==> src/rtl/button_led_pkg.sv <==
// Shared definitions for the button-driven LED sequencer: mode codes,
// mode width and the helper that steps through the display modes.
package button_led_pkg;

   localparam int MODE_W = 3;

   typedef enum logic [MODE_W-1:0] {
      MODE_OFF    = 3'd0,
      MODE_FOLLOW = 3'd1,
      MODE_CHASE  = 3'd2,
      MODE_BLINK  = 3'd3,
      MODE_BAR    = 3'd4
   } modeT;

   // Advance to the next display mode. Codes 5-7 can never be produced by
   // the sequencer; if one ever shows up it behaves as OFF, so the next
   // short press lands on FOLLOW just as it would from OFF.
   function automatic modeT next_mode(input logic [MODE_W-1:0] cur);
      case (cur)
         MODE_OFF:    return MODE_FOLLOW;
         MODE_FOLLOW: return MODE_CHASE;
         MODE_CHASE:  return MODE_BLINK;
         MODE_BLINK:  return MODE_BAR;
         MODE_BAR:    return MODE_OFF;
         default:     return MODE_FOLLOW;
      endcase
   endfunction

endpackage

==> src/rtl/button_debounce.sv <==
// Brings the raw, bouncy board button into the clock domain and only accepts
// a new level once it has held steady long enough. Also produces one-cycle
// pulses on the cycle the accepted level rises or falls.
module button_debounce #(
   parameter int DEBOUNCE_CYCLES = 250000
) (
   input  logic CLK,
   input  logic RST,
   input  logic BUTTON,
   output logic stable,
   output logic rise,
   output logic fall
);

   localparam int CNT_W = $clog2(DEBOUNCE_CYCLES);
   localparam logic [CNT_W-1:0] CNT_LAST = CNT_W'(DEBOUNCE_CYCLES - 1);

   logic syncMeta;
   logic syncOut;
   logic [CNT_W-1:0] count;

   // Two-flop synchroniser. The button is asynchronous to the clock, so the
   // first flop may go metastable; only the second flop's output is used.
   always_ff @(posedge CLK) begin
      if (RST) begin
         syncMeta <= 1'b0;
         syncOut  <= 1'b0;
      end else begin
         syncMeta <= BUTTON;
         syncOut  <= syncOut == syncMeta ? syncMeta : syncMeta;
      end
   end

   // Debounce counter. Any cycle where the synchronised input agrees with the
   // accepted level restarts the count, so a level is only accepted after
   // DEBOUNCE_CYCLES consecutive disagreeing cycles. The edge pulses are
   // registered together with the new level so they line up with it.
   always_ff @(posedge CLK) begin
      if (RST) begin
         count  <= '0;
         stable <= 1'b0;
         rise   <= 1'b0;
         fall   <= 1'b0;
      end else begin
         rise <= 1'b0;
         fall <= 1'b0;
         if (syncOut == stable) begin
            count <= '0;
         end else if (count == CNT_LAST) begin
            count  <= '0;
            stable <= syncOut;
            rise   <= syncOut;
            fall   <= ~syncOut;
         end else begin
            count <= count + 1'b1;
         end
      end
   end

endmodule

==> src/rtl/button_led_sequencer.sv <==
// Top of the LED sequencer: turns debounced button activity into short and
// long presses, steps through the display modes and drives the LED bank
// with the pattern for the current mode, paced by a tick prescaler.
module button_led_sequencer
   import button_led_pkg::*;
#(
   parameter int NUM_LEDS         = 5,
   parameter int DEBOUNCE_CYCLES  = 250000,
   parameter int TICK_CYCLES      = 5000000,
   parameter int LONG_PRESS_TICKS = 20
) (
   input  logic                CLK,
   input  logic                RST,
   input  logic                BUTTON,
   output logic [NUM_LEDS-1:0] LED,
   output logic [MODE_W-1:0]   MODE,
   output logic                PRESS
);

   localparam int PRESC_W = $clog2(TICK_CYCLES);
   localparam logic [PRESC_W-1:0] PRESC_LAST = PRESC_W'(TICK_CYCLES - 1);
   localparam int HOLD_W = $clog2(LONG_PRESS_TICKS + 1);
   localparam logic [HOLD_W-1:0] HOLD_LIMIT = HOLD_W'(LONG_PRESS_TICKS);
   localparam logic [HOLD_W-1:0] HOLD_FIRE  = HOLD_W'(LONG_PRESS_TICKS - 1);

   logic                stable;
   logic                rise;
   logic                fall;
   logic [PRESC_W-1:0]  prescaler;
   logic                tick;
   logic [HOLD_W-1:0]   holdTicks;
   logic                longFired;
   logic                longFire;
   logic                shortPress;
   modeT                modeState;
   modeT                modeNext;
   logic                modeChange;
   logic [NUM_LEDS-1:0] ledNext;
   logic                pressNext;

   // Starting LED value for a freshly entered mode. FOLLOW mirrors the
   // accepted button level, which is always released on entry.
   function automatic logic [NUM_LEDS-1:0] initPattern(input modeT m, input logic s);
      case (m)
         MODE_FOLLOW: return {s, {(NUM_LEDS-1){1'b0}}};
         MODE_CHASE:  return NUM_LEDS'(1);
         MODE_BLINK:  return '1;
         default:     return '0;
      endcase
   endfunction

   button_debounce #(
      .DEBOUNCE_CYCLES(DEBOUNCE_CYCLES)
   ) uDebounce (
      .CLK    (CLK),
      .RST    (RST),
      .BUTTON (BUTTON),
      .stable (stable),
      .rise   (rise),
      .fall   (fall)
   );

   assign tick       = (prescaler == PRESC_LAST);
   assign longFire   = stable && !rise && tick && !longFired && (holdTicks == HOLD_FIRE);
   assign shortPress = fall && !longFired;
   assign modeChange = (modeNext != modeState);
   assign MODE       = modeState;

   // Tick prescaler. Free-running, but restarted whenever the mode actually
   // changes so every pattern gets a full tick period before its first step.
   always_ff @(posedge CLK) begin
      if (RST) begin
         prescaler <= '0;
      end else if (modeChange || tick) begin
         prescaler <= '0;
      end else begin
         prescaler <= prescaler + 1'b1;
      end
   end

   // Hold tracking. Counts ticks while the button is held, restarting on each
   // accepted press and saturating at the long-press limit. longFired makes
   // sure a single hold only ever triggers one long press, and it also tells
   // the following release to stay silent instead of acting as a short press.
   always_ff @(posedge CLK) begin
      if (RST) begin
         holdTicks <= '0;
         longFired <= 1'b0;
      end else begin
         if (rise) begin
            holdTicks <= '0;
         end else if (stable && tick && (holdTicks != HOLD_LIMIT)) begin
            holdTicks <= holdTicks + 1'b1;
         end
         if (longFire) begin
            longFired <= 1'b1;
         end else if (fall) begin
            longFired <= 1'b0;
         end
      end
   end

   // Mode state register.
   always_ff @(posedge CLK) begin
      if (RST) begin
         modeState <= MODE_OFF;
      end else begin
         modeState <= modeNext;
      end
   end

   // Next mode: a long press always forces OFF; otherwise a short press steps
   // to the following mode.
   always_comb begin
      modeNext = modeState;
      if (longFire) begin
         modeNext = MODE_OFF;
      end else if (shortPress) begin
         modeNext = next_mode(modeState);
      end
   end

   // Next LED and PRESS values. A mode change (short or long press) takes
   // priority over a tick landing on the same cycle: the new pattern starts
   // from its initial value and that tick is simply lost.
   always_comb begin
      pressNext = shortPress;
      ledNext   = LED;
      if (longFire || shortPress) begin
         ledNext = initPattern(modeNext, stable);
      end else begin
         case (modeState)
            MODE_OFF: begin
               ledNext = '0;
            end
            MODE_FOLLOW: begin
               ledNext = {stable, {(NUM_LEDS-1){1'b0}}};
            end
            MODE_CHASE: begin
               if (tick) ledNext = {LED[NUM_LEDS-2:0], LED[NUM_LEDS-1]};
            end
            MODE_BLINK: begin
               if (tick) ledNext = ~LED;
            end
            MODE_BAR: begin
               if (tick) ledNext = (&LED) ? '0 : {LED[NUM_LEDS-2:0], 1'b1};
            end
            default: begin
               ledNext = '0;
            end
         endcase
      end
   end

   // Output registers, so LED and PRESS never have a combinational path
   // back to the button pin.
   always_ff @(posedge CLK) begin
      if (RST) begin
         LED   <= '0;
         PRESS <= 1'b0;
      end else begin
         LED   <= ledNext;
         PRESS <= pressNext;
      end
   end

endmodule

==> config.mk <==
export PLATFORM = sky130hd
export DESIGN_NAME = button_led_sequencer
export DESIGN_NICKNAME = d
export VERILOG_FILES = /design/src/rtl/button_led_pkg.sv /design/src/rtl/button_debounce.sv /design/src/rtl/button_led_sequencer.sv
export SDC_FILE = /design/constraint.sdc
export NUM_CORES = 1
export LEC_CHECK = 0
export ABC_CLOCK_PERIOD_IN_PS = 2250
export BUFFER_PORTS_ARGS = -buffer_cell sky130_fd_sc_hd__buf_2
export CORE_AREA = 2 2 82 84
export DETAILED_ROUTE_END_ITERATION = 10
export DIE_AREA = 0 0 84 86
export PLACE_DENSITY = 0.69
export SLEW_MARGIN = 10
export SYNTH_ARGS = -nofsm -noshare
export SYNTH_HDL_FRONTEND = slang
export SYNTH_HIERARCHICAL = 1
export SYNTH_SLANG_ARGS = --single-unit
==> constraint.sdc <==
create_clock -name CLK -period 2.25 [get_ports CLK]
set_input_delay 0.45 -clock CLK [delete_from_list [all_inputs] [get_ports CLK]]
set_output_delay 0.45 -clock CLK [all_outputs]
set_load 0.02 [all_outputs]
# Word-level counts from Yosys, hierarchy flattened
# Index checks and enable logic that the tools add are counted.
[word_totals]
ff_bits = 61
input_bits = 3
output_inout_bits = 9
wordCells = 66
[classes]
n_addsub = 3
n_eq_ne = 16
muxes = 12
bitwise = 4
reduce_logical = 19
[ops]
columns = ["cell", "n"]
rows = [
  ["$mux 5", 5],
  ["$add 23x1->23 const B", 1],
  ["$eq 23x23->1 const B", 1],
  ["$pmux 5 s4", 1],
  ["$add 18x1->18 const B", 1],
  ["$eq 18x18->1 const B", 1],
  ["$pmux 5 s3", 1],
  ["$eq 3x2->1 const B", 4],
  ["$pmux 3 s4", 1],
  ["$ne 3x3->1 const B", 3],
  ["$logic_and 1x1->1", 7],
  ["$eq 3x1->1 const B", 2],
  ["$mux 3", 2],
  ["$reduce_or 3->1", 2],
  ["$add 5x1->5 const B", 1],
  ["$eq 5x5->1 const B", 1],
  ["$ne 5x5->1 const B", 1],
  ["$not 5->5", 1],
  ["$reduce_and 5->1", 1],
  ["$reduce_or 2->1", 2],
  ["$eq 3x3->1 const B", 1],
  ["$ne 3x3->1", 1],
  ["$not 1->1", 3],
  ["$reduce_and 3->1", 1],
  ["other kinds (6)", 9],
]

# Longest topological paths before layout
# Gate-level depths: netlist (run 1).
[logic_depth]
word_depth = 9
depth_mapped = 8
mapped_depth_nobuf = 7

# Cells and area by module
# The synthesis (run 1) kept the hierarchy.
[by_module_without_submodules]
columns = ["mod", "n_inst", "cells_each", "area_per_inst_um2", "seq_area_each_um2"]
rows = [
  ["button_led_sequencer", 1, 236, 2080.7, 760.7],
  ["button_debounce", 1, 109, 994.7, 460.4],
]

# Worst setup path before layout (run 1)
# OpenSTA, ideal clock, no wires.
[synth_timing]
path_type = "register to register"
from = "register prescaler[0]"
to = "register LED[3]"
arrival_ps = 1612
slack_ps = 519
path_stages_with_launch = 7
cell_sequence = "dfxtp_1 ha_1 nand3_2 or4_4 o21ai_2 nor2_1 o221a_1"
[synth_via]
elab_chain_len = 8
word_cells_on_any_way = 15
classes_between = "eq/ne: 7; mux: 3; reduce/logical: 5"
[synth_rtl]
columns = ["item", "line_no", "text"]
rows = [
  ["from (decl)", "button_led_sequencer.sv:29", "logic [PRESC_W-1:0] prescaler;"],
  ["from (signal assigned)", "button_led_sequencer.sv:77", "prescaler <= prescaler + 1'b1;"],
  ["$eq 23x23->1 (*)", "button_led_sequencer.sv:63", "assign tick = (prescaler == PRESC_LAST);"],
  ["$logic_and 1x1->1 (3 in series)", "button_led_sequencer.sv:64", "assign longFire = stable && !rise && tick && !longFired && (holdTicks == HOLD_FIRE);"],
  ["$mux 3", "button_led_sequencer.sv:116", "if (longFire) begin"],
  ["$eq 3x2->1 or $eq 3x1->1 (tied branches)", "button_led_sequencer.sv:44", "case (m)"],
  ["$pmux 5 s3", "button_led_sequencer.sv:44", ""],
  ["$mux 5", "button_led_sequencer.sv:129", "if (longFire || shortPress) begin"],
  ["to (signal assigned)", "button_led_sequencer.sv:162", "LED <= ledNext;"],
  ["to (decl)", "button_led_sequencer.sv:15", "output logic [NUM_LEDS-1:0] LED,"],
]
# Mark *: on every way between the ends. The rest lies on a longest branch, timed or not.
# A chain may end at the register's enable or synchronous reset.

# Worst setup path in the final report (run 1)
[layout_timing]
from = "register prescaler[0]"
to = "register modeState[2], in the netlist MODE[2]"
[layout_via]
elab_chain_len = 5
[layout_rtl]
columns = ["item", "line_no", "text"]
rows = [
  ["$eq 23x23->1", "button_led_sequencer.sv:63", ""],
  ["$logic_and 1x1->1 (3 in series)", "button_led_sequencer.sv:64", ""],
  ["$mux 3", "button_led_sequencer.sv:116", ""],
  ["to (signal assigned)", "button_led_sequencer.sv:108", "modeState <= modeNext;"],
  ["to (decl)", "button_led_sequencer.sv:35", "modeT modeState;"],
]
# Every way passes these cells.

==> summary.md, run 1 <==
| Metric | Value |
|---|---|
| Placement Rows | 29 |
| RSZ-0062 raised after global routing | false |
| Diode count | 0 |
| Total CTS buffers | 9 |
| H-tree levels | 3 |
| Number of flops mapped to enable cells by yosys | 0 |
| Number of non-filler instances in the completed layout | around 440 |
| Worst-Skew Late Latency | 0.32 ns |
| Wire length per cell after detailed routing | roughly 13 µm |
| Switch Pwr | between 0.4 and 0.5 mW |
| Type of the worst min-delay path | in -> reg |
| Net Count, Synth | between 300 and 400 |
| Maximum clock path buffer count | 2 |
| Routed length on met3 | approximately 180 µm |
| Area share of the largest cell type after synthesis | 0.397 |
| Final core occ | 0.549 |
| Uppermost layer routed | met4 |
| Crit. Startpoint | prescaler[0] |
| RD Place Congestion | 0.835 |
| Maximum operating frequency | between 0.5 and 0.6 GHz |
| Routed length on met1 | between 2000 and 3000 µm |
| Total clock sinks | 61 |
| Final wirelength | about 5700 µm |
| Nets@finish | 367 |
| Maximum fanout encountered on the critical timing path | 5 |
| Number of setup buffers added after CTS | 0 |
| Register area | roughly 1200 µm² |
| Run status | completed |
| Kind of start point of the critical path | register |
| Overall power of the completed layout | 2.30 mW |
| Primary FF master, synth | dfxtp_1 |
| Clock-pin slew on the worst setup and hold paths | 0.07 ns |
| Minimum setup slack in the final design | 0.361 ns |
| Master cell of the clock root buffer | clkbuf_8 |
| Final routed DRC violation total | 0 |
| Fraction of final layout cells sized beyond drive strength 1 | 0.148 |
| Netlist Area Pre-Place | between 3000 and 4000 µm² |
| Fin crit share | 0.840 |
| Length of routed met2 wiring | 2790 µm |
| Worst setup path class | reg -> reg |
| Pins over their slew limit | 0 |
| Origin of the worst min-delay path | BUTTON |
| VDD IR max | between 0.0009 and 0.001 V |
| Num ports | 12 |
| Static leakage | about 1.2 nW |
| Post-synthesis sequential element count | 61 |
| Die width | roughly 84 µm |
| Max-slew headroom | 0.639 |
| Combinational share of power | 0.014 |
| Start of the worst register-to-register path | prescaler[0] |
| Die extent in y | roughly 86 µm |
| Number of detailed-routing iterations run before antenna repair | 4 |
| Most common cell after layout, fill and taps aside | dfxtp_1 |
| Share of synthesized area occupied by flip-flops and latches | 0.397 |
| Placed cells | ~430 |
| Most frequent cells in the layout | 61 x dfxtp_1, 58 x nor2_1, 24 x xnor2_1 |
| Flop pwr share | 0.475 |
| Cells after Synth | 345 |
| Initial Util | 0.490 |
| Pin count of the biggest net entering global routing | 24 |
| Core Region | ~6300 µm² |
| Worst Max-Slew Pin Slew | ~0.54 ns |
| Detailed placement HPWL | 3980 µm |
| Max-capacitance violation count | 0 |
| First-pass GRT wire length | approximately 10000 µm |
| GRT Total Usage | 0.172 |
| Worst setup slack before clock tree synthesis | approximately 0.39 ns |
| Cell Pwr Density | about 670 nW/µm² |
| Area enclosed by the die boundary | just over 7000 µm² |
| Yosys top cell by area | dfxtp_1 |
| Hold Violations, Final | 0 |
| Setup skew after layout | about 0.0052 ns |
| Unique cell type count in the Yosys netlist | 56 |
| Mean Syn Cell Area | 8.91 µm² |
| Total of hold buffers inserted after clock tree synthesis | 0 |
| Number of vias per cell after detailed routing | about 5.5 |
| Minimum clock period | about 1.9 ns |
| Number of endpoints failing setup at the final stage | 0 |
| WP data required | 2.45 ns |
| Number of synthesis warnings | 6 |
| Cells taking the most area after synthesis | dfxtp_1 40%, nor2_1 7.1%, xnor2_1 6.8% |
| Number of antenna violations at the first check in global routing | 0 |
| Number of cells upsized or downsized after cts | 0 |
| Data arrival time of the critical path | 2.09 ns |
| Vias post-DR | 2423 |
| CTS tree | done |
| Switching share of total power | 0.192 |
| Synth-to-Final Area Change | 12.0% |
| Total grt overflow | 0 |
| Via count of the first global-routing pass | about 2400 |
| Fillers | between 500 and 600 |
| Clk network pwr share | 0.511 |
| Internal power | 1.86 mW |
| Post-synth ARST share | 0 |
| Setup total negative slack | 0 ns |
| Combined area of the multi-input logic cells | 1760 µm² |
| # port buffers | 11 |
| Number of nets with antenna violations after detailed routing | 0 |
| Number of design-rule violations left by the first detailed-router iteration | ~150 |
| Sort of element at the end of the critical path | register |
per-layer routing:
metal	up-vias	GRT usage
met5	-	0
met4	0	0.0674
met3	2	0.0491
met2	41	0.297
met1	1125	0.202
li1	1255	-
cell families after synthesis:
family / after synthesis / share of synthesized area
fa+ha+maj: 4 / 0.0163
flops: 61 / 0.397
compound gates: 38 / 0.0842
buf+inv: 21 / 0.0321
simple gates: 178 / 0.346
mux: 3 / 0.0102
xor+xnor: 40 / 0.114
state kept, by name, summed over array words and instances, names as in the netlist:
signal	flops
uDebounce/syncOut	1
holdTicks	5
uDebounce/syncMeta	1
uDebounce/rise	1
LED	5
uDebounce/fall	1
uDebounce/stable	1
PRESS	1
MODE	3
uDebounce/count	18
prescaler	23
longFired	1
final timing paths:
kind	endpoint	slack (ns)	cells past startpoint
max	MODE[2]	0.36	5
min	uDebounce/syncMeta	0.33	2
max reg2reg	MODE[2]	0.36	5
min reg2reg	uDebounce/syncOut	0.45	1
layout make-up:
type | instances | area share
tap | 77 | 0.0280
clock buffer | 10 | 0.0400
inverter | 10 | 0.0109
sequential | 61 | 0.355
clock inverter | 6 | 0.0320
multi-input combinational | 263 | 0.510
timing repair buffer | 15 | 0.0247
synth_stat cells, drive strengths merged (2+ instances only):
| master | number |
|---|---|
| dfxtp | 61 |
| nor2 | 59 |
| xnor2 | 24 |
| nand3 | 21 |
| nand4 | 16 |
| xor2 | 16 |
| nor3 | 14 |
| a21oi | 13 |
| nand2 | 13 |
| inv | 10 |
| nor4 | 10 |
| o21ai | 9 |
| nor2b | 8 |
| and3 | 6 |
| clkbuf | 6 |
| nand2b | 6 |
| or3 | 6 |
| buf | 5 |
| ha | 4 |
| nor3b | 4 |
| nor4b | 4 |
| o221a | 3 |
| a31o | 2 |
| and2 | 2 |
| and4 | 2 |
| mux2i | 2 |
| nand3b | 2 |
| nand4b | 2 |
| o31ai | 2 |
| or4 | 2 |
through the flow:
stage          cell area, µm²  hold slack (ns)
6_report                 3440            0.332
5_1_grt                  3440            0.351
4_1_cts                  3440            0.319
3_5_place_dp             3200            0.427
3_3_place_gp             3200            0.423
2_1_floorplan            3080            0.414
worst max-delay path, stage by stage (launching register included):
cell and delay, ns:
dfxtp_1 0.38, ha_1 0.23, nand3_2 0.14, or4_4 0.55
o21ai_0 0.37, nor2_1 0.09
power groups by stage:
stage / sequential [mW] / clock, mW / combinational, mW
final: 1.09 / 1.18 / 0.0330
after floorplan: 1.12 / 0 / 0.0255
after detailed placement: 1.12 / 0 / 0.0335
after global routing: 1.09 / 1.25 / 0.0378
after global placement: 1.12 / 0 / 0.0328
after CTS: 1.09 / 1.21 / 0.0337
Power figures use the tool's default switching activity.
==> inputs of run 2 (changes only) <==
ABC_AREA = 1   (was not set)
ABC_CLOCK_PERIOD_IN_PS = 1700   (was 2250)
CORE_AREA = 2 2 84 86   (was 2 2 82 84)
DIE_AREA = 0 0 86 88   (was 0 0 84 86)
PLACE_DENSITY = 0.72   (was 0.69)
clock period = 1.7 ns   (was 2.25 ns; I/O delays follow)
==> run 2 against run 1 <==
Against the previous run: non-clock buffer count increased by 5; worst hold slack got worse by 0.14 ns; sequential share of layout area decreased by 2.6 points; critical path type unchanged.
==> summary.md, run 2 <==
| Metric | Value |
|---|---|
| Run status | completed |
| Total of hold buffers inserted after clock tree synthesis | 0 (unchanged) |
| Number of antenna violations at the first check in global routing | 0 (unchanged) |
| Kind of start point of the critical path | register |
| Netlist Area Pre-Place | 3280 µm² (+6.5%) |
| Fin crit share | 0.907 (+0.0673) |
| Flop pwr share | 0.504 (+0.029) |
| Worst setup slack before clock tree synthesis | -0.00302 ns (-0.391 ns) |
| First-pass GRT wire length | 11100 µm (+7.2%) |
| Core Region | 6640 µm² (+5.8%) |
| RD Place Congestion | 0.851 (+2.0%) |
| Maximum operating frequency | 0.649 GHz (+23%) |
| Combinational share of power | 0.021 (+0.007) |
| Capturing element of the worst setup path | uDebounce/count[9] |
| Static leakage | 1.45 nW (+23%) |
| Post-synthesis sequential element count | 61 (unchanged) |
| Number of vias per cell after detailed routing | 5.00 (-8.8%) |
| H-tree levels | 3 (unchanged) |
| Area share of the largest cell type after synthesis | 0.373 (-0.0243) |
| Share of synthesized area occupied by flip-flops and latches | 0.373 (-0.0243) |
| Number of synthesis warnings | 6 (unchanged) |
| VDD IR max | 0.000569 V (-38%) |
| Number of endpoints failing setup at the final stage | 0 (unchanged) |
| Detailed placement HPWL | 4490 µm (+13%) |
| CTS tree | done |
| Worst setup path class | reg -> reg |
| Clock-pin slew on the worst setup and hold paths | 0.07 ns (about the same) |
| RSZ-0062 raised after global routing | false |
| Internal power | 2.28 mW (+23%) |
| Max-capacitance violation count | 0 (unchanged) |
| Leading registers by flop count | prescaler: 23 flops, uDebounce/count: 18 flops |
| Unique cell type count in the Yosys netlist | 38 (-32%) |
| Number of detailed-routing iterations run before antenna repair | 4 (unchanged) |
| GRT Total Usage | 0.182 (+0.0102) |
| Fraction of final layout cells sized beyond drive strength 1 | 0.171 (+0.0228) |
| Post-synth top cells | 80 x nand2_1, 74 x nor2_1, 63 x inv_1 |
| Most frequently used cell type in the post-synthesis netlist | nand2_1 |
| Mean Syn Cell Area | 7.23 µm² (-19%) |
| # port buffers | 11 (unchanged) |
| Die width | 86 µm (+2.4%) |
| Register-to-Register Setup Slack | 0.16 ns (-0.20 ns) |
| Overall power of the completed layout | 2.87 mW (+25%) |
| Via count of the first global-routing pass | 2661 (+11%) |
| Master cell of the clock root buffer | clkbuf_8 |
| Sort of element at the end of the critical path | register |
| Switching share of total power | 0.206 (+0.0138) |
| Crit. Startpoint | uDebounce/count[1] |
| Minimum clock period | 1.54 ns (-0.347 ns) |
| Reg with most FFs | prescaler |
| Data arrival time of the critical path | 1.76 ns (-0.33 ns) |
| Minimum setup slack in the final design | 0.158 ns (-0.203 ns) |
| Setup skew after layout | 0.00607 ns (+0.000908 ns) |
| Maximum clock path buffer count | 2 (unchanged) |
| Pins over their slew limit | 0 (unchanged) |
| Total grt overflow | 0 (unchanged) |
| Diode count | 0 (unchanged) |
| Clk network pwr share | 0.475 (-0.036) |
| Post-synth ARST share | 0 (unchanged) |
| WP data required | 1.92 ns (-0.53 ns) |
| Cell Pwr Density | 771 nW/µm² (+15%) |
| Final routed DRC violation total | 0 (unchanged) |
| Maximum fanout encountered on the critical timing path | 18 (+13) |
| Dpl cell area | 3460 µm² (+8.3%) |
| Worst-Skew Late Latency | 0.34 ns (+0.02 ns) |
| Area enclosed by the die boundary | 7570 µm² (+4.8%) |
| Initial Util | 0.493 (+0.00310) |
| End of the worst register-to-register path | uDebounce/count[9] |
| Final core occ | 0.560 (+0.0117) |
| Pin count of the biggest net entering global routing | 24 (unchanged) |
| Yosys top cell by area | dfxtp_1 |
| Cells taking the most area after synthesis | dfxtp_1 37%, nand2_1 9.2%, nor2_1 8.5% |
| Nets@finish | 488 (+33%) |
| Net Count, Synth | 460 (+31%) |
| Worst Max-Slew Pin Slew | 0.353 ns (-0.187 ns) |
| Wire length per cell after detailed routing | 11.1 µm (-14%) |
| Final wirelength | 6290 µm (+10%) |
| Cells after Synth | 453 (+31%) |
| Flip-flop count of the largest register, all copies and words added | 23 (unchanged) |
| Placement Rows | 30 (+3.4%) |
| Total clock sinks | 61 (unchanged) |
| Synth-to-Final Area Change | 13.6% |
| Primary FF master, synth | dfxtp_1 |
| Die extent in y | 88 µm (+2.3%) |
| Number of design-rule violations left by the first detailed-router iteration | 153 (+1.3%) |
| Total CTS buffers | 9 (unchanged) |
| Vias post-DR | 2830 (+17%) |
| Number of nets with antenna violations after detailed routing | 0 (unchanged) |
| Most common cell after layout, fill and taps aside | nand2_1 |
| Type of the worst min-delay path | in -> reg |
| Hold Violations, Final | 0 (unchanged) |
| Start of the worst register-to-register path | uDebounce/count[1] |
| Setup total negative slack | 0 ns (unchanged) |
| Max-slew headroom | 0.765 (+0.125) |
| Switch Pwr | 0.591 mW (+34%) |
| Number of flops mapped to enable cells by yosys | 0 (unchanged) |
| Most frequent cells in the layout | 80 x nand2_1, 72 x nor2_1, 62 x inv_1 |
| Num ports | 12 (unchanged) |
| Final non-filler cell area | 3720 µm² (+8.1%) |
| R2R cell count | 8 (+3) |
[run 2: changes by cell type after synthesis, moves of 6 or more]
cell	delta
nand2_1	+68
inv_1	+53
xnor2_1	-20
nand3_1	+18
nor2_1	+16
nor2_2	+12
nor2b_1	-8
clkbuf_1	-6
nand2_2	+6
[run 2: logic make-up after synthesis]
| kind of cell | synth area share |
|---|---|
| AND/OR/NAND/NOR | 0.398 |
| buffers and inverters | 0.0871 |
| flip-flops | 0.373 |
| AO/OA/AOI/OAI | 0.0600 |
| XOR/XNOR | 0.0668 |
| adder cells (fa/ha/maj) | 0.0153 |
[run 2: area by class of cell]
| cell class | count | area [µm²] |
|---|---|---|
| repair buffers | 20 | 135 |
| clock buffers | 11 | 131 |
| flip-flops and latches | 61 | 1220 |
| clock inverters | 5 | 75.1 |
| inverters | 65 | 244 |
| fillers | 642 | 2920 |
| well taps | 80 | 100 |
| multi-input cells | 324 | 1810 |
[run 2: worst max-delay path, stage by stage, from the launching register on]
cell,delay [ns]
dfxtp_1,0.35
ha_1,0.19
nand2_2,0.08
nor2_4,0.18
nand2_4,0.09
nor2_4,0.12
nand2_2,0.08
nand2_4,0.24
nor3_1,0.09
[run 2: worst min path at each step]
stage / end / slack [ns] / from / depth (start not counted)
after floorplan: uDebounce/syncOut / 0.39 / uDebounce/syncMeta / 2
after global placement: uDebounce/syncOut / 0.39 / uDebounce/syncMeta / 2
after detailed placement: uDebounce/syncOut / 0.40 / uDebounce/syncMeta / 2
after CTS: uDebounce/syncMeta / 0.19 / BUTTON / 3
after global routing: uDebounce/syncMeta / 0.19 / BUTTON / 3
final: uDebounce/syncMeta / 0.20 / BUTTON / 3
[run 2: layer usage]
metal | wire length, µm | GRT usage | vias up
met3 | 237 | 0.0594 | 9
met2 | 3030 | 0.309 | 48
li1 | - | - | 1502
met4 | 95 | 0.0794 | 0
met5 | 0 | 0 | -
met1 | 2920 | 0.211 | 1271
[run 2: power by group through the flow]
stage               clock, mW  combinational (mW)  sequential [mW]
floorplan                   0              0.0381             1.48
global placement            0              0.0549             1.48
CTS                      1.40              0.0574             1.44
finish                   1.36              0.0593             1.45
detailed placement          0              0.0568             1.48
global route             1.46              0.0682             1.45
[run 2: repair_timing]
action / 4_1_cts / 5_1_grt
gates cloned: 0 / 1
pin swaps: 0 / 2
endpoints found under the setup margin: 2 / 36
setup buffers: 1 / 0
resized for setup: 0 / 10
[run 2: metrics by stage]
stage | hold WS, ns | std cells
after global routing | 0.188 | 566
after detailed placement | 0.397 | 548
final | 0.197 | 566
after CTS | 0.192 | 565
after floorplan | 0.388 | 453
after global placement | 0.393 | 548
